## src/rtl/tone_sequencer.sv

```systemverilog
// Multi-channel square-wave tone sequencer. Steps through a song held in an
// external synchronous ROM. Each step gives per-channel half-periods and a
// duration in ticks. Outputs are active-low buzzers that idle high.

// One tone channel: holds its half-period, counts 0..hp-1 and flips phase on wrap.
module tone_ch #(
    parameter int HP_W = 20
) (
    input  logic            clk,
    input  logic            rst_n,
    input  logic            ld,
    input  logic            en,
    input  logic [HP_W-1:0] hp_in,
    output logic            bz
);
    logic [HP_W-1:0] hp_q, hp_d;
    logic [HP_W-1:0] cnt_q, cnt_d;
    logic            ph_q, ph_d;

    // Capture half-period on load; advance the counter only while playing unpaused.
    always_comb begin
        hp_d  = hp_q;
        cnt_d = cnt_q;
        ph_d  = ph_q;
        if (ld) begin
            hp_d  = hp_in;
            cnt_d = '0;
            ph_d  = 1'b0;
        end else if (en && hp_q != '0) begin
            if (cnt_q == hp_q - 1'b1) begin
                cnt_d = '0;
                ph_d  = ~ph_q;
            end else begin
                cnt_d = cnt_q + 1'b1;
            end
        end
    end

    // Channel state registers.
    always_ff @(posedge clk or negedge rst_n) begin
        if (!rst_n) begin
            hp_q  <= '0;
            cnt_q <= '0;
            ph_q  <= 1'b0;
        end else begin
            hp_q  <= hp_d;
            cnt_q <= cnt_d;
            ph_q  <= ph_d;
        end
    end

    // Phase 0 is the first (low) half; a rest (hp=0) stays high.
    assign bz = ~(en && (hp_q != '0) && !ph_q);
endmodule

module tone_sequencer #(
    parameter int CH       = 2,
    parameter int AW       = 9,
    parameter int HP_W     = 20,
    parameter int DUR_W    = 8,
    parameter int TICK_CYC = 6_250_000
) (
    input  logic                     clk,
    input  logic                     rst_n,
    input  logic                     start,
    input  logic                     stop,
    input  logic                     pause,
    input  logic                     loop_en,
    input  logic [AW-1:0]            len,
    output logic [AW-1:0]            rom_addr,
    input  logic [CH*HP_W+DUR_W-1:0] rom_data,
    output logic                     busy,
    output logic                     done,
    output logic [CH-1:0]            buzzer
);
    localparam int TW = (TICK_CYC > 1) ? $clog2(TICK_CYC) : 1;
    localparam logic [TW-1:0] TICK_LAST = TW'(TICK_CYC - 1);

    typedef enum logic [2:0] {S_IDLE, S_FETCH, S_LOAD, S_PLAY, S_END} state_t;

    state_t           state_q, state_d;
    logic [AW-1:0]    addr_q, addr_d;
    logic [AW-1:0]    len_q, len_d;
    logic [DUR_W-1:0] dur_q, dur_d;
    logic [DUR_W-1:0] dcnt_q, dcnt_d;
    logic [TW-1:0]    tick_q, tick_d;
    logic             adv;
    logic             run;
    logic             ld;

    assign run = (state_q == S_PLAY) && !pause;
    assign ld  = (state_q == S_LOAD);

    // Sequencing: fetch/load each step, time the note in ticks, then advance.
    always_comb begin
        state_d = state_q;
        addr_d  = addr_q;
        len_d   = len_q;
        dur_d   = dur_q;
        dcnt_d  = dcnt_q;
        tick_d  = tick_q;
        adv     = 1'b0;
        case (state_q)
            S_IDLE: begin
                if (start) begin
                    state_d = S_FETCH;
                    len_d   = len;
                    addr_d  = '0;
                end
            end
            S_FETCH: state_d = S_LOAD;
            S_LOAD: begin
                dur_d  = rom_data[DUR_W-1:0];
                dcnt_d = '0;
                tick_d = '0;
                if (rom_data[DUR_W-1:0] == '0) adv = 1'b1;
                else                            state_d = S_PLAY;
            end
            S_PLAY: begin
                if (!pause) begin
                    if (tick_q == TICK_LAST) begin
                        tick_d = '0;
                        if (dcnt_q == dur_q - 1'b1) adv = 1'b1;
                        else                        dcnt_d = dcnt_q + 1'b1;
                    end else begin
                        tick_d = tick_q + 1'b1;
                    end
                end
            end
            S_END: begin
                state_d = S_IDLE;
                addr_d  = '0;
            end
            default: begin
                state_d = S_IDLE;
                addr_d  = '0;
            end
        endcase
        // Step advance: next step, wrap when looping, or finish.
        if (adv) begin
            if (addr_q != len_q) begin
                addr_d  = addr_q + 1'b1;
                state_d = S_FETCH;
            end else if (loop_en) begin
                addr_d  = '0;
                state_d = S_FETCH;
            end else begin
                state_d = S_END;
            end
        end
        // Abort overrides everything, including a simultaneous start.
        if (stop) begin
            state_d = S_IDLE;
            addr_d  = '0;
        end
    end

    // Sequencer registers.
    always_ff @(posedge clk or negedge rst_n) begin
        if (!rst_n) begin
            state_q <= S_IDLE;
            addr_q  <= '0;
            len_q   <= '0;
            dur_q   <= '0;
            dcnt_q  <= '0;
            tick_q  <= '0;
        end else begin
            state_q <= state_d;
            addr_q  <= addr_d;
            len_q   <= len_d;
            dur_q   <= dur_d;
            dcnt_q  <= dcnt_d;
            tick_q  <= tick_d;
        end
    end

    for (genvar k = 0; k < CH; k++) begin : g_ch
        tone_ch #(.HP_W(HP_W)) u_ch (
            .clk   (clk),
            .rst_n (rst_n),
            .ld    (ld),
            .en    (run),
            .hp_in (rom_data[DUR_W+k*HP_W +: HP_W]),
            .bz    (buzzer[k])
        );
    end

    assign rom_addr = addr_q;
    assign busy     = (state_q != S_IDLE);
    assign done     = (state_q == S_END);
endmodule
```

## config.mk

```make
export PLATFORM = sky130hd
export DESIGN_NAME = tone_sequencer
export DESIGN_NICKNAME = d
export VERILOG_FILES = /design/src/rtl/tone_sequencer.sv
export SDC_FILE = /design/constraint.sdc
export NUM_CORES = 1
export LEC_CHECK = 0
export CORE_ASPECT_RATIO = 2
export CORE_MARGIN = 1
export CORE_UTILIZATION = 60
export CTS_BUF_LIST = sky130_fd_sc_hd__clkbuf_2
export DETAILED_ROUTE_END_ITERATION = 16
export PLACE_DENSITY = 0.83
export RECOVER_POWER = 50
export REMOVE_ABC_BUFFERS = 1
export SLEW_MARGIN = 20
export SYNTH_ARGS = -nofsm -noshare
export SYNTH_HDL_FRONTEND = slang
export SYNTH_HIERARCHICAL = 1
export SYNTH_SLANG_ARGS = --single-unit
```

## constraint.sdc

```tcl
create_clock -name clk -period 3.7 [get_ports clk]
set_input_delay 0.74 -clock clk [delete_from_list [all_inputs] [get_ports clk]]
set_output_delay 0.74 -clock clk [all_outputs]
set_load 0.03 [all_outputs]
```

==> results by stage <==
Status:
- The run finished, with violations left.
- The checks that failed: capacitance limit, slew limit.

Finish:
- The final layout net count is 1,035.
- Of the cells placed in the final design, the portion with a size suffix greater than 1 is 0.132.
- The filler cells instantiated in the layout total slightly above 1,000.
- The relative area change from synthesis to final layout is 14.5%.
- The library cells used most frequently in the layout, excluding fill and tap cells, are sky130_fd_sc_hd__dfrtp_1, sky130_fd_sc_hd__nand2_1, sky130_fd_sc_hd__nor2_1.
- The most common cell after layout, fill and taps aside is sky130_fd_sc_hd__dfrtp_1.

Drt:
- For this block, the initial DRC count from the detailed router was about 370.
- The remaining antenna violation count after routing is 0.
- The average wire per standard cell is 16.5 um.
- For this run, design rule violations remaining after detail routing come to 0.
- The total detailed-routing wirelength is 19.2 mm.
- The mean number of vias per cell is 6.04.
- The final route contains 7,025 vias.
- The first detailed-routing pass took 5 iterations.

Pwr:
- The switching fraction of total power is 0.359.
- The part of the power in combinational logic is 0.269.
- In this run the power density over the cells is 408 nW/um^2.
- The clock power share is 0.219.
- Cell internal power was estimated by the tool at 2.51 mW.
- The part of the power in registers is 0.512.
- The leakage component of the power is 3.85 nW.
- The peak supply drop is 0.284 mV.
- The overall power is 3.92 mW.
- In this run the power spent charging and discharging nets is ~1.4 mW.

Die:
- The number of rows in the core area is 60.
- The die covers around 15,000 um^2.
- The die is approximately 86 um wide.
- During I/O placement, the number of pins put on the boundary was 76.
- The chip height is 169 um.
- The total core area is 13,600 um^2.
- The initial utilization of the core area, before any placement, comes to 0.618.

Global route:
- The via count of the first global-routing pass came to 6,986.
- After global routing the overflow that remains totals 0.
- The global router's overall resource usage is 0.278.
- The first-pass GRT wire length is ~32 mm.
- The largest net degree at the start of global routing is 87.
- The number of antenna violations at the first check in global routing is 1.

STA:
- Subtracting the final worst setup slack from the clock period gives 3.58 ns.
- Setup repair after global routing left no endpoint under its margin.
- The hold violation total from the final report was 0.
- The maximum clock rate is around 0.28 GHz.
- Setup total negative slack on the finished layout was measured at 0 ns.
- Setup violations remaining at the end of the flow were counted as 0.
- Between clock sinks in the finished design, the worst skew comes to 0.0260 ns.
- The final critical-path setup slack is 0.116 ns.
- The worst slew margin relative to its limit is -0.430.
- The final number of max-transition violations was 87.
- The transition time at the pin with the least slew margin is 2.15 ns.
- Dividing the final minimum period by the clock period gives 0.969.

Placement:
- The routability congestion estimate is roughly 0.9.
- The number of buffers inserted by port buffering is 75.
- The estimated wirelength of the detail-placed design is 14.2 mm.
- The worst-case setup slack after placement is between 0.3 and 0.4 ns.

Min path:
- Counting instances, the worst hold path has a depth of 1.
- The path type of the worst min-delay path is register to register.

Critical path:
- The category of the worst setup path launch point is a register.
- The path depth of the worst reg2reg path is 8.
- The critical path in this run is classified as register to output port.
- For the worst setup path, the data arrival time is 2.84 ns.
- STA classifies the critical path endpoint as an output port.
- Data on the critical path is required at its endpoint by 2.96 ns.
- The largest fanout on the critical path is 7.

Logic synthesis:
- The synthesized design contains 0 enable-type register cells.
- The Yosys warning count is 6.
- After synthesis, the mean cell area works out to about 9.5 um^2.
- After technology mapping, the gate count stands at 883.
- For this run, asynchronously set or reset flops after synthesis account for 1.00.
- Synthesis instantiated 69 different standard cells from the library.
- The post-synthesis sequential area ratio is 0.423.
- The netlist area before placement is about 8400 um^2.
- Among all flip-flop cells after synthesis, the most frequent one is sky130_fd_sc_hd__dfrtp_1.
- Synthesis inferred 142 register bits.

Run:
- The number of max-cap violations is 1.

Clock network:
- In this run, CTS created clock tree buffers numbering 17.
- Clock-pin slew was measured on the worst setup and hold paths at between 0.2 and 0.25 ns.
- The H-tree was split into 4 levels.
- In this run the deepest clock path goes through 2 buffers.
- The clock root buffer is sky130_fd_sc_hd__clkbuf_2.
- The total number of clock tree sinks is 142.
- The latest clock arrival within the worst-skew pair is ~0.7 ns.
- The clock tree from TritonCTS is yes.
- The number of buffers added to fix hold violations after cts is 0.
registers in the layout, summed over array words and instances, names as in the netlist, 3 cells and up:
signal / cells
state_q: 3
len_q: 9
dur_q: 8
tick_q: 23
g_ch.u_ch/hp_q: 40
dcnt_q: 8
rom_addr: 9
g_ch.u_ch/cnt_q: 40
power groups by stage:
stage / clock network (mW) / logic, mW / registers, mW
finish: 0.858 / 1.05 / 2.01
global route: 0.952 / 1.16 / 2.04
CTS: 0.888 / 1.02 / 2.00
detailed placement: 0 / 1.01 / 2.02
global placement: 0 / 0.992 / 2.01
floorplan: 0 / 0.756 / 1.95
stage by stage:
stage | instances | hold WS (ns) | area, um^2 | utilization
after CTS | 1158 | 0.0194 | 9570 | 0.704
after detailed placement | 1126 | 0.484 | 9330 | 0.687
final | 1164 | 0.517 | 9620 | 0.708
after floorplan | 851 | 0.444 | 8230 | -
after global placement | 1126 | 0.472 | 9330 | 0.687
after global routing | 1164 | 0.526 | 9620 | 0.708
cell families after synthesis:
kind of cell,share of synthesized area
adder cells (fa/ha/maj),0.0119
AND/OR/NAND/NOR,0.236
flip-flops,0.423
AO/OA/AOI/OAI,0.121
multiplexers,0.0561
buffers and inverters,0.0310
XOR/XNOR,0.121
path summary, 6_finish.rpt:
path,endpoint,slack [ns],start
setup / recovery,buzzer[1],0.12,g_ch[1].u_ch/hp_q[13]$_DFFE_PN0P_
min in group asynchronous,g_ch[0].u_ch/hp_q[11]$_DFFE_PN0P_,0.61,rst_n
setup reg to reg,g_ch[0].u_ch/cnt_q[5]$_DFFE_PN0P_,0.47,g_ch[0].u_ch/hp_q[3]$_DFFE_PN0P_
hold / removal,tick_q[22]$_DFFE_PN0P_,0.52,tick_q[22]$_DFFE_PN0P_
hold reg to reg,tick_q[22]$_DFFE_PN0P_,0.52,tick_q[22]$_DFFE_PN0P_
max in group asynchronous,dur_q[3]$_DFFE_PN0P_,1.20,rst_n
routing by layer:
metal	share of wire	vias up	wire (um)	global-route usage
li1	-	3341	-	-
met1	0.38	3442	7260	0.293
met2	0.55	184	10600	0.520
met3	0.029	58	562	0.0477
met4	0.038	0	729	0.137
met5	0	-	0	0
cells in the mapped netlist, types with 4 or more instances:
cell type                  instances  share of area
sky130_fd_sc_hd__buf_2             4         0.0024
sky130_fd_sc_hd__dfrtp_1         142           0.42
sky130_fd_sc_hd__or4_1             9         0.0080
sky130_fd_sc_hd__buf_4             7         0.0063
sky130_fd_sc_hd__nor3b_1           4         0.0036
sky130_fd_sc_hd__or3_1             7         0.0052
sky130_fd_sc_hd__nand2_1         100          0.045
sky130_fd_sc_hd__ha_1              8          0.012
sky130_fd_sc_hd__nor2_1           76          0.034
sky130_fd_sc_hd__o21ai_1          13         0.0077
sky130_fd_sc_hd__xnor2_1          62          0.065
sky130_fd_sc_hd__nand3_1          37          0.022
sky130_fd_sc_hd__xor2_1           54          0.056
sky130_fd_sc_hd__o211ai_1          6         0.0054
sky130_fd_sc_hd__nand2b_1         18          0.013
sky130_fd_sc_hd__and3_1           11         0.0082
sky130_fd_sc_hd__and4_1            8         0.0083
sky130_fd_sc_hd__a21o_1            4         0.0036
sky130_fd_sc_hd__inv_1            23          0.010
sky130_fd_sc_hd__clkbuf_1         18         0.0080
sky130_fd_sc_hd__nor4b_1           5         0.0052
sky130_fd_sc_hd__nor3_1           26          0.015
sky130_fd_sc_hd__nand4b_1          6         0.0063
sky130_fd_sc_hd__o31ai_1           5         0.0045
sky130_fd_sc_hd__nand4_1          31          0.023
sky130_fd_sc_hd__a31oi_1          16          0.012
sky130_fd_sc_hd__nor4_1           17          0.013
sky130_fd_sc_hd__and2_1            4         0.0030
sky130_fd_sc_hd__o21ai_0          34          0.020
sky130_fd_sc_hd__a21oi_1          25          0.015
sky130_fd_sc_hd__mux2_2           41          0.055
worst max-delay path: stages (launching register included):
cell and delay, ns:
sky130_fd_sc_hd__dfrtp_2 0.47, sky130_fd_sc_hd__or4_4 0.55, sky130_fd_sc_hd__or2_4 0.26, sky130_fd_sc_hd__o41a_2 0.45
sky130_fd_sc_hd__nand2b_1 0.12, sky130_fd_sc_hd__clkdlybuf4s15_2 0.30
area by class of cell:
cell class	instances	area (um^2)	area share
timing repair buffer	94	888	0.0923
antenna	1	2.50	0.000260
clock inverter	15	138	0.0143
clock buffer	17	85.1	0.00884
sequential	142	3560	0.370
tap	186	233	0.0242
inverter	23	86.3	0.00897
multi-input combinational	686	4630	0.482
what timing repair did:
| item | 4_1_cts | 5_1_grt |
|---|---|---|
| buffers inserted | 0 | 5 |
| endpoints found under the setup margin | 2 | 2 |
| gates resized for setup | 9 | 7 |
| pin swaps | 0 | 0 |
| endpoints found under the hold margin | 0 | 0 |
Note: power is estimated with default switching activity, not from simulation.
